===== src/rtl/mon_pkg.sv =====
// Shared types and helpers for the pipelined-core retirement monitor.
// Widths in commit_t are the maximum supported; narrower buses are zero-extended.
package mon_pkg;

  localparam int unsigned MON_MAX_CH = 32;
  localparam int unsigned MON_MAX_W  = 64;

  typedef enum logic [1:0] {RUN, HALTED, TIMEDOUT} mon_state_e;

  typedef struct packed {
    logic                 valid;
    logic [MON_MAX_W-1:0] pc;
    logic [MON_MAX_W-1:0] pc_next;
    logic                 is_ctl;
    logic                 rd_we;
    logic [4:0]           rd_addr;
    logic                 mem_rd;
    logic                 mem_wr;
  } commit_t;

  function automatic logic [7:0] popcount(input logic [MON_MAX_CH-1:0] v);
    logic [7:0] n;
    n = '0;
    for (int i = 0; i < MON_MAX_CH; i++) n = n + {7'd0, v[i]};
    return n;
  endfunction

  // Adds a small increment and clamps at lim instead of wrapping.
  function automatic logic [MON_MAX_W-1:0] sat_add(input logic [MON_MAX_W-1:0] a,
                                                   input logic [7:0]           b,
                                                   input logic [MON_MAX_W-1:0] lim);
    logic [MON_MAX_W:0] s;
    s = {1'b0, a} + {{(MON_MAX_W-7){1'b0}}, b};
    if (s > {1'b0, lim}) return lim;
    return s[MON_MAX_W-1:0];
  endfunction

endpackage


===== src/rtl/mon_trace_ring.sv =====
// Ring of the most recent committed PCs, NUM_CH write ports in channel order,
// one combinational read port indexed from the newest entry.
module mon_trace_ring #(
  parameter int NUM_CH     = 1,
  parameter int XLEN       = 32,
  parameter int HIST_DEPTH = 16,
  localparam int IDX_W     = $clog2(HIST_DEPTH)
) (
  input  logic                   clk,
  input  logic                   reset,
  input  logic                   i_we,
  input  logic [NUM_CH-1:0]      i_valid,
  input  logic [NUM_CH*XLEN-1:0] i_pc,
  input  logic [IDX_W-1:0]       i_idx,
  output logic [XLEN-1:0]        o_pc
);

  logic [XLEN-1:0]  r_mem [HIST_DEPTH];
  logic [IDX_W-1:0] r_wp;
  logic [IDX_W-1:0] w_slot [NUM_CH];
  logic [IDX_W-1:0] w_wp_next;
  logic [IDX_W-1:0] w_rd;

  // Assign consecutive slots to valid channels, oldest channel first.
  always_comb begin
    w_wp_next = r_wp;
    for (int i = 0; i < NUM_CH; i++) begin
      w_slot[i] = w_wp_next;
      if (i_valid[i]) w_wp_next = w_wp_next + IDX_W'(1);
    end
  end

  // Write committed PCs; cleared entries make never-written slots read 0.
  always_ff @(posedge clk) begin
    if (reset) begin
      for (int k = 0; k < HIST_DEPTH; k++) r_mem[k] <= '0;
      r_wp <= '0;
    end else if (i_we) begin
      for (int i = 0; i < NUM_CH; i++)
        if (i_valid[i]) r_mem[w_slot[i]] <= i_pc[i*XLEN +: XLEN];
      r_wp <= w_wp_next;
    end
  end

  assign w_rd = r_wp - IDX_W'(1) - i_idx;
  assign o_pc = r_mem[w_rd];

endmodule


===== src/rtl/pipe_commit_monitor.sv =====
// Retirement monitor: commit/regwrite/load/store counters, self-branch halt
// detection and no-commit watchdog. Optional PC trace ring under MON_TRACE_EN.
module pipe_commit_monitor
  import mon_pkg::*;
#(
  parameter int NUM_CH      = 1,
  parameter int XLEN        = 32,
  parameter int CNT_W       = 64,
  parameter int HALT_REPEAT = 1,
  parameter int TIMEOUT_CYC = 100000000,
  parameter int HIST_DEPTH  = 16
) (
  input  logic                          clk,
  input  logic                          reset,
  input  logic [NUM_CH-1:0]             commit_valid,
  input  logic [NUM_CH*XLEN-1:0]        commit_pc,
  input  logic [NUM_CH*XLEN-1:0]        commit_pc_next,
  input  logic [NUM_CH-1:0]             commit_is_ctl,
  input  logic [NUM_CH-1:0]             commit_rd_we,
  input  logic [NUM_CH*5-1:0]           commit_rd_addr,
  input  logic [NUM_CH-1:0]             commit_mem_rd,
  input  logic [NUM_CH-1:0]             commit_mem_wr,
  input  logic [$clog2(HIST_DEPTH)-1:0] hist_idx,
  output logic [CNT_W-1:0]              order,
  output logic [CNT_W-1:0]              regwr_cnt,
  output logic [CNT_W-1:0]              load_cnt,
  output logic [CNT_W-1:0]              store_cnt,
  output logic                          halt,
  output logic                          timeout,
  output logic [XLEN-1:0]               hist_pc
);

  localparam int STK_W  = $clog2(HALT_REPEAT + 1);
  localparam int IDLE_W = $clog2(TIMEOUT_CYC + 1);
  localparam logic [MON_MAX_W-1:0] CNT_MAX =
    (CNT_W >= MON_MAX_W) ? '1 : ((64'd1 << CNT_W) - 64'd1);

  commit_t           w_ch [NUM_CH];
  logic [NUM_CH-1:0] w_v, w_rw, w_ld, w_st;
  logic [STK_W-1:0]  w_streak;
  logic              w_halt_hit;
  logic              w_any;

  mon_state_e        r_state;
  logic [CNT_W-1:0]  r_order, r_regwr, r_load, r_store;
  logic [STK_W-1:0]  r_streak;
  logic [IDLE_W-1:0] r_idle;
  logic              r_halt, r_timeout;

  // Unpack the flat channel buses and build per-event qualifier masks.
  always_comb begin
    for (int i = 0; i < NUM_CH; i++) begin
      w_ch[i].valid   = commit_valid[i];
      w_ch[i].pc      = MON_MAX_W'(commit_pc[i*XLEN +: XLEN]);
      w_ch[i].pc_next = MON_MAX_W'(commit_pc_next[i*XLEN +: XLEN]);
      w_ch[i].is_ctl  = commit_is_ctl[i];
      w_ch[i].rd_we   = commit_rd_we[i];
      w_ch[i].rd_addr = commit_rd_addr[i*5 +: 5];
      w_ch[i].mem_rd  = commit_mem_rd[i];
      w_ch[i].mem_wr  = commit_mem_wr[i];
      w_v[i]  = w_ch[i].valid;
      w_rw[i] = w_ch[i].valid & w_ch[i].rd_we & (w_ch[i].rd_addr != 5'd0);
      w_ld[i] = w_ch[i].valid & w_ch[i].mem_rd;
      w_st[i] = w_ch[i].valid & w_ch[i].mem_wr;
    end
  end

  // Walk channels oldest-first so a later non-branch breaks an earlier streak.
  always_comb begin
    w_streak   = r_streak;
    w_halt_hit = 1'b0;
    for (int i = 0; i < NUM_CH; i++) begin
      if (w_ch[i].valid) begin
        if (w_ch[i].is_ctl && (w_ch[i].pc_next == w_ch[i].pc)) begin
          if (w_streak != STK_W'(HALT_REPEAT)) w_streak = w_streak + STK_W'(1);
          if (w_streak == STK_W'(HALT_REPEAT)) w_halt_hit = 1'b1;
        end else begin
          w_streak = '0;
        end
      end
    end
  end

  assign w_any = |w_v;

  // Monitor FSM with counters; everything freezes once halted or timed out.
  always_ff @(posedge clk) begin
    if (reset) begin
      r_state   <= RUN;
      r_order   <= '0;
      r_regwr   <= '0;
      r_load    <= '0;
      r_store   <= '0;
      r_streak  <= '0;
      r_idle    <= '0;
      r_halt    <= 1'b0;
      r_timeout <= 1'b0;
    end else if (r_state == RUN) begin
      r_order  <= CNT_W'(sat_add(MON_MAX_W'(r_order), popcount(MON_MAX_CH'(w_v)),  CNT_MAX));
      r_regwr  <= CNT_W'(sat_add(MON_MAX_W'(r_regwr), popcount(MON_MAX_CH'(w_rw)), CNT_MAX));
      r_load   <= CNT_W'(sat_add(MON_MAX_W'(r_load),  popcount(MON_MAX_CH'(w_ld)), CNT_MAX));
      r_store  <= CNT_W'(sat_add(MON_MAX_W'(r_store), popcount(MON_MAX_CH'(w_st)), CNT_MAX));
      r_streak <= w_streak;
      r_idle   <= w_any ? '0 : r_idle + IDLE_W'(1);
      if (w_halt_hit) begin
        r_state <= HALTED;
        r_halt  <= 1'b1;
      end else if (r_idle == IDLE_W'(TIMEOUT_CYC - 1)) begin
        r_state   <= TIMEDOUT;
        r_timeout <= 1'b1;
      end
    end
  end

  assign order     = r_order;
  assign regwr_cnt = r_regwr;
  assign load_cnt  = r_load;
  assign store_cnt = r_store;
  assign halt      = r_halt;
  assign timeout   = r_timeout;

`ifdef MON_TRACE_EN
  mon_trace_ring #(
    .NUM_CH    (NUM_CH),
    .XLEN      (XLEN),
    .HIST_DEPTH(HIST_DEPTH)
  ) u_ring (
    .clk    (clk),
    .reset  (reset),
    .i_we   (r_state == RUN),
    .i_valid(w_v),
    .i_pc   (commit_pc),
    .i_idx  (hist_idx),
    .o_pc   (hist_pc)
  );
`else
  logic w_unused_idx;
  assign w_unused_idx = ^hist_idx;
  assign hist_pc      = '0;
`endif

endmodule

===== config.mk =====
export PLATFORM = sky130hd
export DESIGN_NAME = pipe_commit_monitor
export DESIGN_NICKNAME = d
export VERILOG_FILES = /design/src/rtl/mon_pkg.sv /design/src/rtl/mon_trace_ring.sv /design/src/rtl/pipe_commit_monitor.sv
export SDC_FILE = /design/constraint.sdc
export NUM_CORES = 1
export LEC_CHECK = 0
export CORE_MARGIN = 8
export CORE_UTILIZATION = 45
export DETAILED_ROUTE_END_ITERATION = 10
export PLACE_DENSITY = 0.8
export SKIP_CTS_REPAIR_TIMING = 1
export SYNTH_ARGS = -nofsm -noshare
export SYNTH_HDL_FRONTEND = slang
export SYNTH_HIERARCHICAL = 1
export SYNTH_SLANG_ARGS = --single-unit

===== constraint.sdc =====
create_clock -name clk -period 3.5 [get_ports clk]
set_input_delay 0.525 -clock clk [delete_from_list [all_inputs] [get_ports clk]]
set_output_delay 0.525 -clock clk [all_outputs]
set_load 0.005 [all_outputs]

==> flow_metrics.py <==
metrics = {
    "status": {
        "status": "complete, no violations",
    },
    "sta": {
        "worst_slew_pin_slew_ns": 1.00,
        "rsz0062_at_grt": "false",
        "period_needed_ns": 3.13,
        "hold_slack_ns": 0.478,
        "slew_violations": 0,
        "setup_violations": 0,
        "worst_slack_ns": 0.368,
        "finalClockSkew_ns": 0.0170,
        "fin_crit_sh_pct": 89.5,
        "slew_headroom_pct": 32.5,
        "finalSetupTns_ns": 0,
        "final-hold-violation-count": 0,
        "max_freq_mhz": 319,
    },
    "logic_synthesis": {
        "yosys.area.top_type_share_pct": 36.6,
        "synthFlopType": "dfxtp_1",
        "synthTopCellsByArea": "dfxtp_1 37%, nor2_1 5.1%, nor3_1 4.5%",
        "syn_inst": 1959,
        "syn_area_sq_um": 15700,
        "syn_area_per_cell_sq_um": 8.02,
        "synth_top_area_cell": "dfxtp_1",
        "ys_seq_area_share_pct": 36.6,
        "ys_async_sr_fraction_pct": 0,
        "synth_warnings": 6,
        "synth_edf_count": 0,
        "ys_ff_latch": 287,
        "synth.distinct_cells": 73,
    },
    "detailed_routing": {
        "wire_per_inst_microns": 19.5,
        "route.detailed.drc": 0,
        "routed_wirelength_microns": 54300,
        "viasPerCell": 6.18,
        "drt_first_pass_iters": 7,
        "drt_iter0_drc": 1558,
        "vias": 17182,
        "antenna_left": 0,
    },
    "clock_tree": {
        "root_buffer": "clkbuf_16",
        "clk_latency_ns": 0.51,
        "cts_sinks": 287,
        "cts_tree": "built",
        "clock_path_buffers": 3,
        "numCtsBuffers": 34,
        "htreeDepth": 2,
        "cts.clk_slew.worst_paths_ns": 0.06,
    },
    "floorplanning": {
        "dieArea_sq_um": 41200,
        "core-area_sq_um": 34500,
        "initial_core_util_pct": 45.6,
        "core.rowCount": 68,
        "die_h_microns": 203,
        "io_pins": 370,
        "die_w_microns": 203,
    },
    "grt": {
        "antenna_found_initial": 0,
        "grt_max_degree": 113,
        "grt_pass1_wl_microns": 86200,
        "grt_pass1_vias": 16265,
        "grt_overflow_total": 0,
        "track_usage_pct": 24.6,
    },
    "placed_design": {
        "io_buffers": 333,
        "place_area_sq_um": 19700,
        "pre_cts_slack_ns": -0.0837,
        "gp_congestion": 0.912,
        "hpwl_microns": 39400,
    },
    "finish": {
        "antenna_cells": 0,
        "stdcell_area_sq_um": 20900,
        "syn2layout_area_growth_pct": 33.0,
        "nets": 2392,
        "drive_gt1_share_pct": 7.69,
    },
    "critical_path": {
        "cpPeakStageDelay_ns": 0.50,
        "crit_type": "primary input to flop",
        "critical_path_buf_inv_count": 3,
        "cp_common_cell": "ha_1",
        "cp_slowest_cell": "clkdlybuf4s50_1",
        "crit_chain": "clkdlybuf4s50_1, buf_12, buf_4, and2_1, ha_1, ha_1, or3b_2, nor3b_1, and4_1, nand2_1, a211oi_1, nor3_1",
        "crit_family": "simple AND/OR/NAND/NOR gates",
        "start_kind": "primary input",
        "cp_max_fo": 9,
        "crit_path_end_kind": "flop",
        "cp.required_ns": 3.87,
        "arrival_ns": 3.51,
    },
    "flow_run": {
        "cap_violations": 0,
    },
    "power_and_ir_drop": {
        "power.density_nw_per_um2": 349,
        "p_leak_nw": 6.97,
        "ir_drop_uv": 312,
    },
    "min_path": {
        "hp-class": "flop to flop",
    },
}
-- synthesized netlist by cell type, types with 7 or more instances --
master / n
xor2_1: 56
o22ai_1: 15
buf_4: 32
nor4_2: 7
nand2_1: 124
a211oi_1: 42
and4_1: 41
inv_1: 41
o21a_1: 25
clkbuf_1: 69
nand4_1: 99
and3_1: 71
a21oi_1: 119
dfxtp_1: 287
and2_1: 31
a31oi_1: 67
or2_2: 10
nor3_1: 141
or4_1: 7
or3_1: 10
xnor2_1: 38
nor2_1: 214
o21ai_0: 18
nor4_1: 63
o21bai_1: 25
ha_1: 9
a41oi_1: 30
nand3_1: 98
buf_2: 20
a311oi_1: 42
-- worst reg2reg max path: cells and delay by family, from the launching register on --
kind / cells / cell delay (ns)
buf+inv: 1 / 0.26
compound gates: 2 / 0.77
flops: 1 / 0.47
simple gates: 3 / 1.14
-- cells by family (layout without fill, tap and decap cells) --
family                     count (synthesis)  count (layout)  synth area share [%]
and+or+nand+nor                          973             973                  34.0
AOI/OAI and AO/OA                        420             420                  18.2
DFF                                      287             287                  36.6
buffers and inverters                    170             507                  5.00
xor gates and xnor gates                  94              94                  5.24
adders and majority gates                  9               9                 0.717
muxes                                      5               5                 0.319
other                                      1              32                0.0239
-- per-stage QoR --
stage | std cells | total power, mW | utilization, %
6_report | 2782 | 7.30 | 60.7
3_5_place_dp | 2722 | 3.64 | 57.2
2_1_floorplan | 1990 | 3.51 | -
4_1_cts | 2782 | 7.35 | 60.7
5_1_grt | 2782 | 7.51 | 60.7
3_3_place_gp | 2722 | 3.63 | 57.2
-- path summary, 6_finish.rpt --
kind / end / slack (ns) / cells after the start / from
worst min register to register: halt / 0.48 / 2 / halt
worst max-delay path: store_cnt[56] / 0.37 / 12 / commit_valid
worst max register to register: load_cnt[23] / 0.77 / 6 / load_cnt[40]
worst min-delay path: halt / 0.48 / 2 / halt
-- metal layers --
layer / vias to the layer above / global-route usage, % / share of wire (%)
met3: 124 / 4.86 / 8.5
met5: - / 0 / 0
met4: 0 / 7.93 / 2.6
met2: 854 / 40.5 / 47
met1: 8124 / 31.8 / 42
li1: 8080 / - / -
-- power breakdown --
part / total, mW / switching (mW) / leakage [nW] / internal [mW]
Combinational: 0.283 / 0.137 / 4.08 / 0.146
Clock: 3.73 / 1.41 / 0.578 / 2.32
Sequential: 3.29 / 0.0104 / 2.31 / 3.28
-- flip-flops by register name, indices dropped and copies added (netlist names) --
register and count:
load_cnt 64, order 64, regwr_cnt 64, store_cnt 64
r_idle 27, r_state 2, halt 1, timeout 1
-- cell type report --
cell class	count	area [sq um]
fillers	2963	13600
multi-input cells	1533	9310
well taps	455	569
clock buffers	50	1020
inverters	41	154
clock inverters	10	153
flip-flops and latches	287	5750
repair buffers	406	3950
-- placed cells by master (no fill, tap or decap), types with 63 or more instances in the layout --
cell type and count:
a21oi_1 119, nor2_1 213, and3_1 71, nand4_1 99
nor4_1 63, nor3_1 141, nand2_1 124, nand3_1 98
buf_4 68, a31oi_1 67, clkdlybuf4s50_1 332, dfxtp_1 287
(Power assumes the default switching activity.)
